$ cat src/rtl/spi_read_scheduler_pkg.sv
// spi_read_scheduler_pkg
// Shared FSM state encodings and width helpers for the SPI read scheduler.
// No ports. Imported by spi_read_scheduler and rr_arbiter.
package spi_read_scheduler_pkg;

  localparam logic [1:0] ST_IDLE    = 2'd0;
  localparam logic [1:0] ST_REQ     = 2'd1;
  localparam logic [1:0] ST_RELEASE = 2'd2;
  localparam logic [1:0] ST_GAP     = 2'd3;

  // Ceiling log2, usable in constant expressions (clog2(1) = 0).
  function automatic int clog2(input int value);
    int result;
    result = 0;
    for (int i = 0; i < 31; i++) begin
      if (((value - 1) >> i) != 0) result = i + 1;
    end
    return result;
  endfunction

  // Width of an index into n items, never narrower than one bit.
  function automatic int idWidth(input int n);
    return (n > 1) ? clog2(n) : 1;
  endfunction

  function automatic int max2(input int a, input int b);
    return (a > b) ? a : b;
  endfunction

endpackage

$ cat src/rtl/spi_read_scheduler_rr_arbiter.sv
// rr_arbiter
// Purely combinational round-robin pick: the first set pend bit strictly after
// the last owner, wrapping at NUM_REQ-1. The last owner itself is considered
// last, so a lone requester can be granted back-to-back.
// Ports:
//   pend_i        in  NUM_REQ  pending request bits
//   lastId_i      in  ID_W     owner of the previous grant
//   grantValid_o  out 1        some bit of pend_i is set
//   grantId_o     out ID_W     chosen requester (0 when grantValid_o=0)
module rr_arbiter
  import spi_read_scheduler_pkg::*;
#(
  parameter  int NUM_REQ = 2,
  localparam int ID_W    = idWidth(NUM_REQ)
) (
  input  logic [NUM_REQ-1:0] pend_i,
  input  logic [ID_W-1:0]    lastId_i,
  output logic               grantValid_o,
  output logic [ID_W-1:0]    grantId_o
);

  // One spare bit so lastId + offset cannot overflow before the wrap.
  logic [ID_W:0] idx;

  // Walk offsets 1..NUM_REQ from the last owner; the first hit wins.
  always_comb begin
    grantValid_o = 1'b0;
    grantId_o    = '0;
    idx          = '0;
    for (int i = 1; i <= NUM_REQ; i++) begin
      idx = {1'b0, lastId_i} + (ID_W + 1)'(i);
      if (idx >= (ID_W + 1)'(NUM_REQ)) idx = idx - (ID_W + 1)'(NUM_REQ);
      if (!grantValid_o && pend_i[idx[ID_W-1:0]]) begin
        grantValid_o = 1'b1;
        grantId_o    = idx[ID_W-1:0];
      end
    end
  end

endmodule

$ cat src/rtl/spi_read_scheduler.sv
// spi_read_scheduler
// Shares one simpleSPI read engine between NUM_REQ requesters. Request pulses
// are latched into pend bits, granted round-robin, and each grant runs the
// engine's rd / d_ready handshake. The captured sample is returned with the
// owner id; hung handshakes are aborted after TIMEOUT cycles. Requester 0 can
// additionally be fed by a periodic auto-refresh tick.
// Ports:
//   SCLK        in  1        clock, posedge
//   rst_l       in  1        asynchronous active-low reset
//   auto_en     in  1        enable auto-refresh on requester 0
//   req         in  NUM_REQ  one-cycle request pulses
//   spi_rd      out 1        read strobe to engine, held until d_ready seen
//   spi_dready  in  1        engine data-ready
//   spi_d       in  DATA_W   engine sample, valid while spi_dready=1
//   rd_data     out DATA_W   last captured sample
//   rd_id       out ID_W     owner of rd_data (or of the aborted read)
//   done        out NUM_REQ  one-cycle completion pulse, bit = owner
//   err         out 1        one-cycle timeout-abort pulse
//   busy        out 1        FSM is not IDLE
module spi_read_scheduler
  import spi_read_scheduler_pkg::*;
#(
  parameter  int NUM_REQ        = 2,
  parameter  int DATA_W         = 16,
  parameter  int REFRESH_PERIOD = 200000,
  parameter  int TIMEOUT        = 64,
  parameter  int GAP_CYCLES     = 4,
  localparam int ID_W           = idWidth(NUM_REQ)
) (
  input  logic               SCLK,
  input  logic               rst_l,
  input  logic               auto_en,
  input  logic [NUM_REQ-1:0] req,
  output logic               spi_rd,
  input  logic               spi_dready,
  input  logic [DATA_W-1:0]  spi_d,
  output logic [DATA_W-1:0]  rd_data,
  output logic [ID_W-1:0]    rd_id,
  output logic [NUM_REQ-1:0] done,
  output logic               err,
  output logic               busy
);

  localparam int TMR_W = clog2(max2(TIMEOUT, GAP_CYCLES) + 1);
  localparam int REF_W = idWidth(REFRESH_PERIOD);

  localparam logic [TMR_W-1:0] TIMEOUT_LAST = TMR_W'(TIMEOUT - 1);
  localparam logic [TMR_W-1:0] GAP_LAST     = TMR_W'(GAP_CYCLES - 1);
  localparam logic [REF_W-1:0] REF_LAST     = REF_W'(REFRESH_PERIOD - 1);

  logic [1:0]         state_q,   state_d;
  logic [TMR_W-1:0]   timer_q,   timer_d;
  logic [ID_W-1:0]    owner_q,   owner_d;
  logic [NUM_REQ-1:0] pend_q,    pend_d;
  logic [REF_W-1:0]   refCnt_q,  refCnt_d;
  logic               spiRd_q,   spiRd_d;
  logic [DATA_W-1:0]  rdData_q,  rdData_d;
  logic [ID_W-1:0]    rdId_q,    rdId_d;
  logic [NUM_REQ-1:0] done_q,    done_d;
  logic               err_q,     err_d;

  logic               refreshTick;
  logic [NUM_REQ-1:0] pendClr;
  logic               grantValid;
  logic [ID_W-1:0]    grantId;

  rr_arbiter #(
    .NUM_REQ (NUM_REQ)
  ) u_arb (
    .pend_i       (pend_q),
    .lastId_i     (owner_q),
    .grantValid_o (grantValid),
    .grantId_o    (grantId)
  );

  // Refresh counter runs only while enabled; disabling parks it at 0 so a
  // later enable always waits a full period before the first tick.
  assign refreshTick = auto_en && (refCnt_q == REF_LAST);

  always_comb begin
    refCnt_d = refCnt_q + REF_W'(1);
    if (!auto_en || refreshTick) refCnt_d = '0;
  end

  // Set beats clear: a request landing on its own completion cycle stays pending.
  assign pend_d = (pend_q & ~pendClr) | req | NUM_REQ'(refreshTick);

  // Transaction FSM. The timer restarts on every state change; IDLE holds it at 0.
  always_comb begin
    state_d  = state_q;
    timer_d  = timer_q + TMR_W'(1);
    owner_d  = owner_q;
    spiRd_d  = spiRd_q;
    rdData_d = rdData_q;
    rdId_d   = rdId_q;
    done_d   = '0;
    err_d    = 1'b0;
    pendClr  = '0;
    case (state_q)
      ST_IDLE: begin
        timer_d = '0;
        if (grantValid) begin
          owner_d = grantId;
          spiRd_d = 1'b1;
          state_d = ST_REQ;
        end
      end
      ST_REQ: begin
        if (spi_dready) begin
          rdData_d = spi_d;
          rdId_d   = owner_q;
          spiRd_d  = 1'b0;
          timer_d  = '0;
          state_d  = ST_RELEASE;
        end else if (timer_q == TIMEOUT_LAST) begin
          spiRd_d          = 1'b0;
          err_d            = 1'b1;
          rdId_d           = owner_q;
          pendClr[owner_q] = 1'b1;
          timer_d          = '0;
          state_d          = ST_GAP;
        end
      end
      ST_RELEASE: begin
        if (!spi_dready) begin
          done_d[owner_q]  = 1'b1;
          pendClr[owner_q] = 1'b1;
          timer_d          = '0;
          state_d          = ST_GAP;
        end else if (timer_q == TIMEOUT_LAST) begin
          err_d            = 1'b1;
          rdId_d           = owner_q;
          pendClr[owner_q] = 1'b1;
          timer_d          = '0;
          state_d          = ST_GAP;
        end
      end
      ST_GAP: begin
        if (timer_q == GAP_LAST) begin
          timer_d = '0;
          state_d = ST_IDLE;
        end
      end
      default: begin
        timer_d = '0;
        spiRd_d = 1'b0;
        state_d = ST_IDLE;
      end
    endcase
  end

  // Owner resets to the top index so the first search after reset starts at bit 0.
  always_ff @(posedge SCLK or negedge rst_l) begin
    if (!rst_l) begin
      state_q  <= ST_IDLE;
      timer_q  <= '0;
      owner_q  <= ID_W'(NUM_REQ - 1);
      pend_q   <= '0;
      refCnt_q <= '0;
      spiRd_q  <= 1'b0;
      rdData_q <= '0;
      rdId_q   <= '0;
      done_q   <= '0;
      err_q    <= 1'b0;
    end else begin
      state_q  <= state_d;
      timer_q  <= timer_d;
      owner_q  <= owner_d;
      pend_q   <= pend_d;
      refCnt_q <= refCnt_d;
      spiRd_q  <= spiRd_d;
      rdData_q <= rdData_d;
      rdId_q   <= rdId_d;
      done_q   <= done_d;
      err_q    <= err_d;
    end
  end

  assign spi_rd  = spiRd_q;
  assign rd_data = rdData_q;
  assign rd_id   = rdId_q;
  assign done    = done_q;
  assign err     = err_q;
  assign busy    = (state_q != ST_IDLE);

endmodule

$ cat config.mk
export PLATFORM = sky130hd
export DESIGN_NAME = spi_read_scheduler
export DESIGN_NICKNAME = d
export VERILOG_FILES = /design/src/rtl/spi_read_scheduler_pkg.sv /design/src/rtl/spi_read_scheduler_rr_arbiter.sv /design/src/rtl/spi_read_scheduler.sv
export SDC_FILE = /design/constraint.sdc
export NUM_CORES = 1
export LEC_CHECK = 0
export BUFFER_PORTS_ARGS = -buffer_cell sky130_fd_sc_hd__buf_2
export CORE_MARGIN = 4
export CORE_UTILIZATION = 45
export DETAILED_ROUTE_END_ITERATION = 7
export GPL_TIMING_DRIVEN = 0
export PLACE_DENSITY = 0.71
export SYNTH_ARGS = -nofsm -noshare
export SYNTH_HDL_FRONTEND = slang
export SYNTH_SLANG_ARGS = --single-unit
$ cat constraint.sdc
create_clock -name SCLK -period 2 [get_ports SCLK]
set_clock_uncertainty 0.15 [all_clocks]
set_input_delay 0.1 -clock SCLK [delete_from_list [all_inputs] [get_ports SCLK]]
set_output_delay 0.1 -clock SCLK [all_outputs]
set_load 0.02 [all_outputs]
=== Word level (Yosys, flattened, before mapping) ===
Cells that the tools add are included.

* Add/sub/neg operators: 6
* Order comparisons: 6
* Eq/ne operators: 10
* Multiplexer cells: 42
* Bitwise gates (word level): 4
* Reduce and logical (&&, ||, !) cells: 15

{| class="wikitable"
|+ Operator list
! cell !! count
|-
| 7-bit 2-to-1 mux || 4
|-
| 7-bit case mux with 4 select lines || 1
|-
| 1-bit 2-to-1 mux || 20
|-
| 2-bit 2-to-1 mux || 10
|-
| 18-bit by 1-bit adder with 18-bit output, second input constant || 1
|-
| 18-bit equality test, second input constant || 1
|-
| 18-bit 2-to-1 mux || 1
|-
| 2-bit case mux with 4 select lines || 1
|-
| 2-bit AND reduction || 4
|-
| 7-bit by 1-bit adder with 7-bit output, second input constant || 1
|-
| 7-bit by 2-bit equality test with 1-bit output, second input constant || 1
|-
| 7-bit by 6-bit equality test with 1-bit output, second input constant || 1
|-
| 1-bit by 2-bit < comparator with 1-bit output, second input constant || 3
|-
| 2-bit inequality test, second input constant || 3
|-
| 1-bit case mux with 2 select lines || 3
|-
| 2-bit nonzero test || 3
|-
| 2-bit equality test, second input constant || 2
|-
| 2-bit >= comparator, second input constant || 2
|-
| 2-bit case mux with 2 select lines || 1
|-
| 1-bit logical AND || 3
|-
| 3-bit inequality test, second input constant || 1
|-
| 3-bit AND reduction || 1
|-
| 1-bit by 1-bit adder with 2-bit output, second input constant || 1
|-
| 1-bit by 2-bit adder with 2-bit output, second input constant || 1
|-
| 11 further kinds || 13
|}

* Register bits: 51
* Output and inout bits: 22

=== Longest topological paths before layout ===
* Depth after elaboration: 11
* Depth in mapped cells: 7
* Depth with buffers taken out: 6

=== Hierarchy ===
Synthesis repeated with hierarchy kept, for this count alone.

* Cell total of the unflattened synthesis: 217
* Area, all modules: 2398.6 um^2

{| class="wikitable"
|+ By module, submodules not included
! module !! instances !! cells an instance !! area an instance (um^2) !! sequential area each (um^2)
|-
| spi_read_scheduler || 1 || 215 || 2384.8 || 1277.5
|-
| rr_arbiter || 1 || 2 || 13.8 || 0.0
|}

=== Least setup slack after synthesis ===
Ideal clock, no wire load.

* Path kind: register -> register
* From: register timer_q[0]
* To: register state_q[0]
* Library setup time: 87 ps
* Arrival time: 1605 ps
* Data required time: 1763 ps
* Slack: 158 ps
* Stages on the path, launching flop included: 6
* Path buffers: 0
* Path through: dfrtp_1 -> ha_1 -> or4b_4 -> o31ai_4 -> o311ai_0 -> a22oi_1

* Cells in the longest elaborated chain, start to end: 4
* Elaborated cells between the ends (all ways): 8
* Those cells by class: eq/ne: 3; mux: 4; reduce/logical: 1

{| class="wikitable"
|+ RTL lines
! element !! RTL line !! text
|-
| from (decl) || spi_read_scheduler.sv:52 || <nowiki>logic [TMR_W-1:0] timer_q, timer_d;</nowiki>
|-
| from (signal assigned) || spi_read_scheduler.sv:167 || <nowiki>timer_q <= timer_d;</nowiki>
|-
| 7-bit by 6-bit equality test with 1-bit output || spi_read_scheduler.sv:115, spi_read_scheduler.sv:130 ||
|-
| 2-bit 2-to-1 mux || -- ||
|-
| 2-bit 2-to-1 mux, on equally long branches || -- ||
|-
| 2-bit case mux with 4 select lines || -- ||
|-
| to (signal assigned) || spi_read_scheduler.sv:166 || <nowiki>state_q <= state_d;</nowiki>
|-
| to (decl) || spi_read_scheduler.sv:51 || <nowiki>logic [1:0] state_q, state_d;</nowiki>
|}

Parallel ways exist; a longest one is shown, timed or not.
A chain may end at the register's enable or synchronous reset.

=== Final worst setup path ===
* From: register timer_q[2]
* To: register timer_q[3]

* Cells in the longest elaborated chain, start to end: 4
* Elaborated cells between the ends (all ways): 8
* Those cells by class: add/sub: 1; eq/ne: 2; mux: 5

{| class="wikitable"
|+ RTL lines
! element !! RTL line !! text
|-
| 7-bit by 1-bit adder with 7-bit output or 7-bit by 6-bit equality test with 1-bit output (tied branches) || spi_read_scheduler.sv:91, spi_read_scheduler.sv:115, spi_read_scheduler.sv:130 ||
|-
| 7-bit 2-to-1 mux || spi_read_scheduler.sv:115, spi_read_scheduler.sv:130 ||
|-
| 7-bit 2-to-1 mux, on equally long branches || spi_read_scheduler.sv:125, spi_read_scheduler.sv:109 ||
|-
| 7-bit case mux with 4 select lines (*) || spi_read_scheduler.sv:99 || <nowiki>case (state_q)</nowiki>
|-
| named net timer_d[3] || spi_read_scheduler.sv:52 ||
|}

The timed path passes the listed nets; every way through them passes the cells marked *.

==> flow_metrics.env <==
export IMPL_worstPathRequired_ns=2.04
export IMPL_outcome="completed"
export IMPL_cp_max_fo=6
export IMPL_cts_sinks=51
export IMPL_r2r_start="timer_q[2]"
export IMPL_fin_nets=321
export IMPL_diodes=0
export IMPL_synth_cells=219
export IMPL_avgViaCountPerCell=5.17
export IMPL_rsz0062_at_grt="yes"
export IMPL_critPathCapture="timer_q[3]"
export IMPL_clk_pin_slew_ns=0.09
export IMPL_rows=26
export IMPL_grt_pass1_vias=1718
export IMPL_synth_fa_ha_area_frac=0.0357
export IMPL_setup_slack_ns=0.0149
export IMPL_synth_warnings=0
export IMPL_yosys_area_share_simple=0.184
export IMPL_gp_congestion=0.790
export IMPL_clock_fmax_mhz=504
export IMPL_drtPass1Iterations=4
export IMPL_drcViolationCount=0
export IMPL_synth_top_family_by_area="simple AND/OR/NAND/NOR gates"
export IMPL_initial_core_util=0.471
export IMPL_cts_made_buffers=5
export IMPL_tns_ns=0
export IMPL_worstMarginPinSlew_ns=1.09
export IMPL_path_class="flop to flop"
export IMPL_syn_avg_cell_area_um2=11.2
export IMPL_power_density_nw_per_um2=1030
export IMPL_grt_overflow=0
export IMPL_clockBufferDepth=2
export IMPL_io_pins=44
export IMPL_cellLeakagePower_uw=0.00136
export IMPL_synth_compound_area_frac=0.0918
export IMPL_syn_nets=248
export IMPL_antenna_left=0
export IMPL_grt_max_degree=52
export IMPL_grt_use_total=0.158
export IMPL_die_w_um=81.8
export IMPL_worstHoldPathCells=2
export IMPL_vias=1877
export IMPL_crit_arrival_ns=2.03
export IMPL_synth_ff_type="dfrtp_1"
export IMPL_numPortBuffers=42
export IMPL_ff2ff_setup_slack_ns=0.01
export IMPL_clock_latency_ns=0.30
export IMPL_reg2regPathDepth=5
export IMPL_h_tree_depth=2
export IMPL_cp_startpoint="timer_q[2]"
export IMPL_die_h_um=81.8
export IMPL_hold_viol_final=0
export IMPL_grt_pass1_wl_um=8170
export IMPL_root_buffer="clkbuf_8"
export IMPL_dp_hpwl_um=3380
export IMPL_coreArea_um2=5200
export IMPL_synth_edf_count=0
export IMPL_pre_cts_ws_ns=-0.102
export IMPL_relSlewSlack=0.272
export IMPL_area_growth_pct=26.0
export IMPL_yosys_mux_area_fraction=0.0867
export IMPL_antenna_found_initial=0
export IMPL_ys_seq_area_frac=0.521
export IMPL_ys_types=46
export IMPL_drive_gt1_frac=0.317
export IMPL_post_route_period_util=0.993
export IMPL_fin_crit_ns=1.99
export IMPL_synthXorXnorAreaFrac=0.0607
export IMPL_ys_async_sr_fraction=1.00
export IMPL_setup_violations=0
export IMPL_drt_total_wl_um=5040
export IMPL_synth_seq_cells=51
export IMPL_wl_per_cell_um=13.9
export IMPL_fillCellCount=446
export IMPL_die_area_um2=6700
export IMPL_drv_slew=0
export IMPL_worstSetupEndpointType="flop"
export IMPL_ir_worst_vdd_v=0.000825
export IMPL_syn_cell_area_um2=2450
export IMPL_cts_tree="built"
export IMPL_drt_iter0_markers=70
export IMPL_startpoint_type="flop"
export IMPL_drv_cap=0
export IMPL_hp_class="input pin to flop"
export IMPL_rr_endpoint="timer_q[3]"
[flip-flops by register name (all words and copies together) (netlist names)]
register,count
refCnt_q,18
rd_data,16
timer_q,7
done,2
pend_q,2
state_q,2
err,1
owner_q,1
rd_id,1
spi_rd,1
[cell usage after synthesis, types with 2 or more instances]
| cell type | number | share of area |
|---|---|---|
| nor2_1 | 28 | 0.043 |
| and2_1 | 3 | 0.0076 |
| a21o_1 | 2 | 0.0061 |
| nand3_1 | 11 | 0.022 |
| o31ai_4 | 2 | 0.017 |
| a21oi_1 | 4 | 0.0082 |
| and3_1 | 2 | 0.0051 |
| buf_2 | 2 | 0.0041 |
| xnor2_1 | 6 | 0.021 |
| clkbuf_1 | 3 | 0.0046 |
| nor4_1 | 4 | 0.010 |
| nand4_1 | 6 | 0.015 |
| or3_2 | 2 | 0.0061 |
| xor2_1 | 11 | 0.039 |
| dfrtp_1 | 50 | 0.51 |
| nor2b_1 | 3 | 0.0076 |
| nand2_1 | 11 | 0.017 |
| mux2_2 | 18 | 0.083 |
| inv_1 | 6 | 0.0092 |
| o21ai_0 | 8 | 0.016 |
| ha_1 | 7 | 0.036 |
| nor3_1 | 5 | 0.010 |
| o2bb2ai_1 | 2 | 0.0071 |
[worst min path at each step]
stage,slack [ns],from,endpoint
after floorplan,-0.35,rst_l,done[0]
final,0.11,spi_dready,done[0]
after CTS,0.09,spi_dready,done[0]
after global placement,0.16,req[0],pend_q[0]
after detailed placement,0.16,req[0],pend_q[0]
after global routing,0.16,spi_dready,done[0]
[power by group]
part | leakage (µW) | switching (µW) | total, µW | internal (µW)
clock | 0.0000477 | 336 | 576 | 240
combinational | 0.000663 | 661 | 1190 | 531
sequential | 0.000651 | 139 | 1410 | 1270
[layout make-up]
cell class                      count  area (µm²)  share of cell area
Multi-Input combinational cell    156        1140               0.369
Inverter                            6        22.5             0.00728
Buffer                              4        21.3             0.00688
Tap cell                           70        87.6              0.0283
Sequential cell                    51        1280               0.414
Clock buffer                        5        68.8              0.0223
Timing Repair Buffer               68         455               0.147
Clock inverter                      3        15.0             0.00486
[cells in the final DEF (no fill, tap or decap), types with 2 or more instances in the layout]
cell type,n
xnor2_1,6
nand3_1,11
buf_4,7
nor4_1,4
ha_1,5
nor3_1,5
clkinv_2,3
a21o_1,2
o2bb2ai_1,2
buf_2,44
dlygate4sd3_1,20
nor2_1,28
nand2_2,2
nand2_1,10
mux2_2,18
xor2_1,11
a21oi_1,4
o21ai_0,7
clkbuf_8,5
or3_2,2
nand4_1,6
inv_1,6
o31ai_4,2
dfrtp_1,49
nor2b_1,3
and3_1,2
and2_1,3
[what timing repair did]
action                     CTS  global route
setup buffers                1             5
hold endpoints to repair    68             0
hold buffers                20             0
setup endpoints to repair   21            38
pin swaps                    1             7
gates resized for setup      2             5
[stage by stage]
stage	total power, µW	hold WS, ns	instance area [µm²]	instances	utilization
final	3170	0.111	3090	363	0.594
after global placement	2520	0.155	2750	331	0.529
after CTS	3170	0.0945	3050	360	0.586
after detailed placement	2550	0.164	2750	331	0.529
after global routing	3380	0.159	3090	363	0.594
after floorplan	2180	-0.346	2450	219	-
[worst max-delay path, stage by stage, from the launching register on]
cell     delay, ns
dfrtp_1       0.46
or4b_4        0.55
o31ai_4       0.31
buf_4         0.17
a21o_1        0.17
nor2_1        0.07
[layer usage]
metal  share of wire  track usage  vias to the layer above
li1                -            -                      917
met1            0.44        0.201                      907
met2            0.50        0.261                       44
met3           0.047       0.0417                        9
met4           0.014       0.0498                        0
met5               0            0                        -
[cells by family (layout without fill, tap and decap cells)]
group | count (synthesis) | count (layout)
AOI/OAI and AO/OA | 29 | 29
xor gates and xnor gates | 17 | 17
adders and majority gates | 7 | 7
buffers and inverters | 12 | 86
DFF | 51 | 51
muxes | 19 | 19
and+or+nand+nor | 84 | 84
Note: power is estimated with default switching activity, not from simulation.
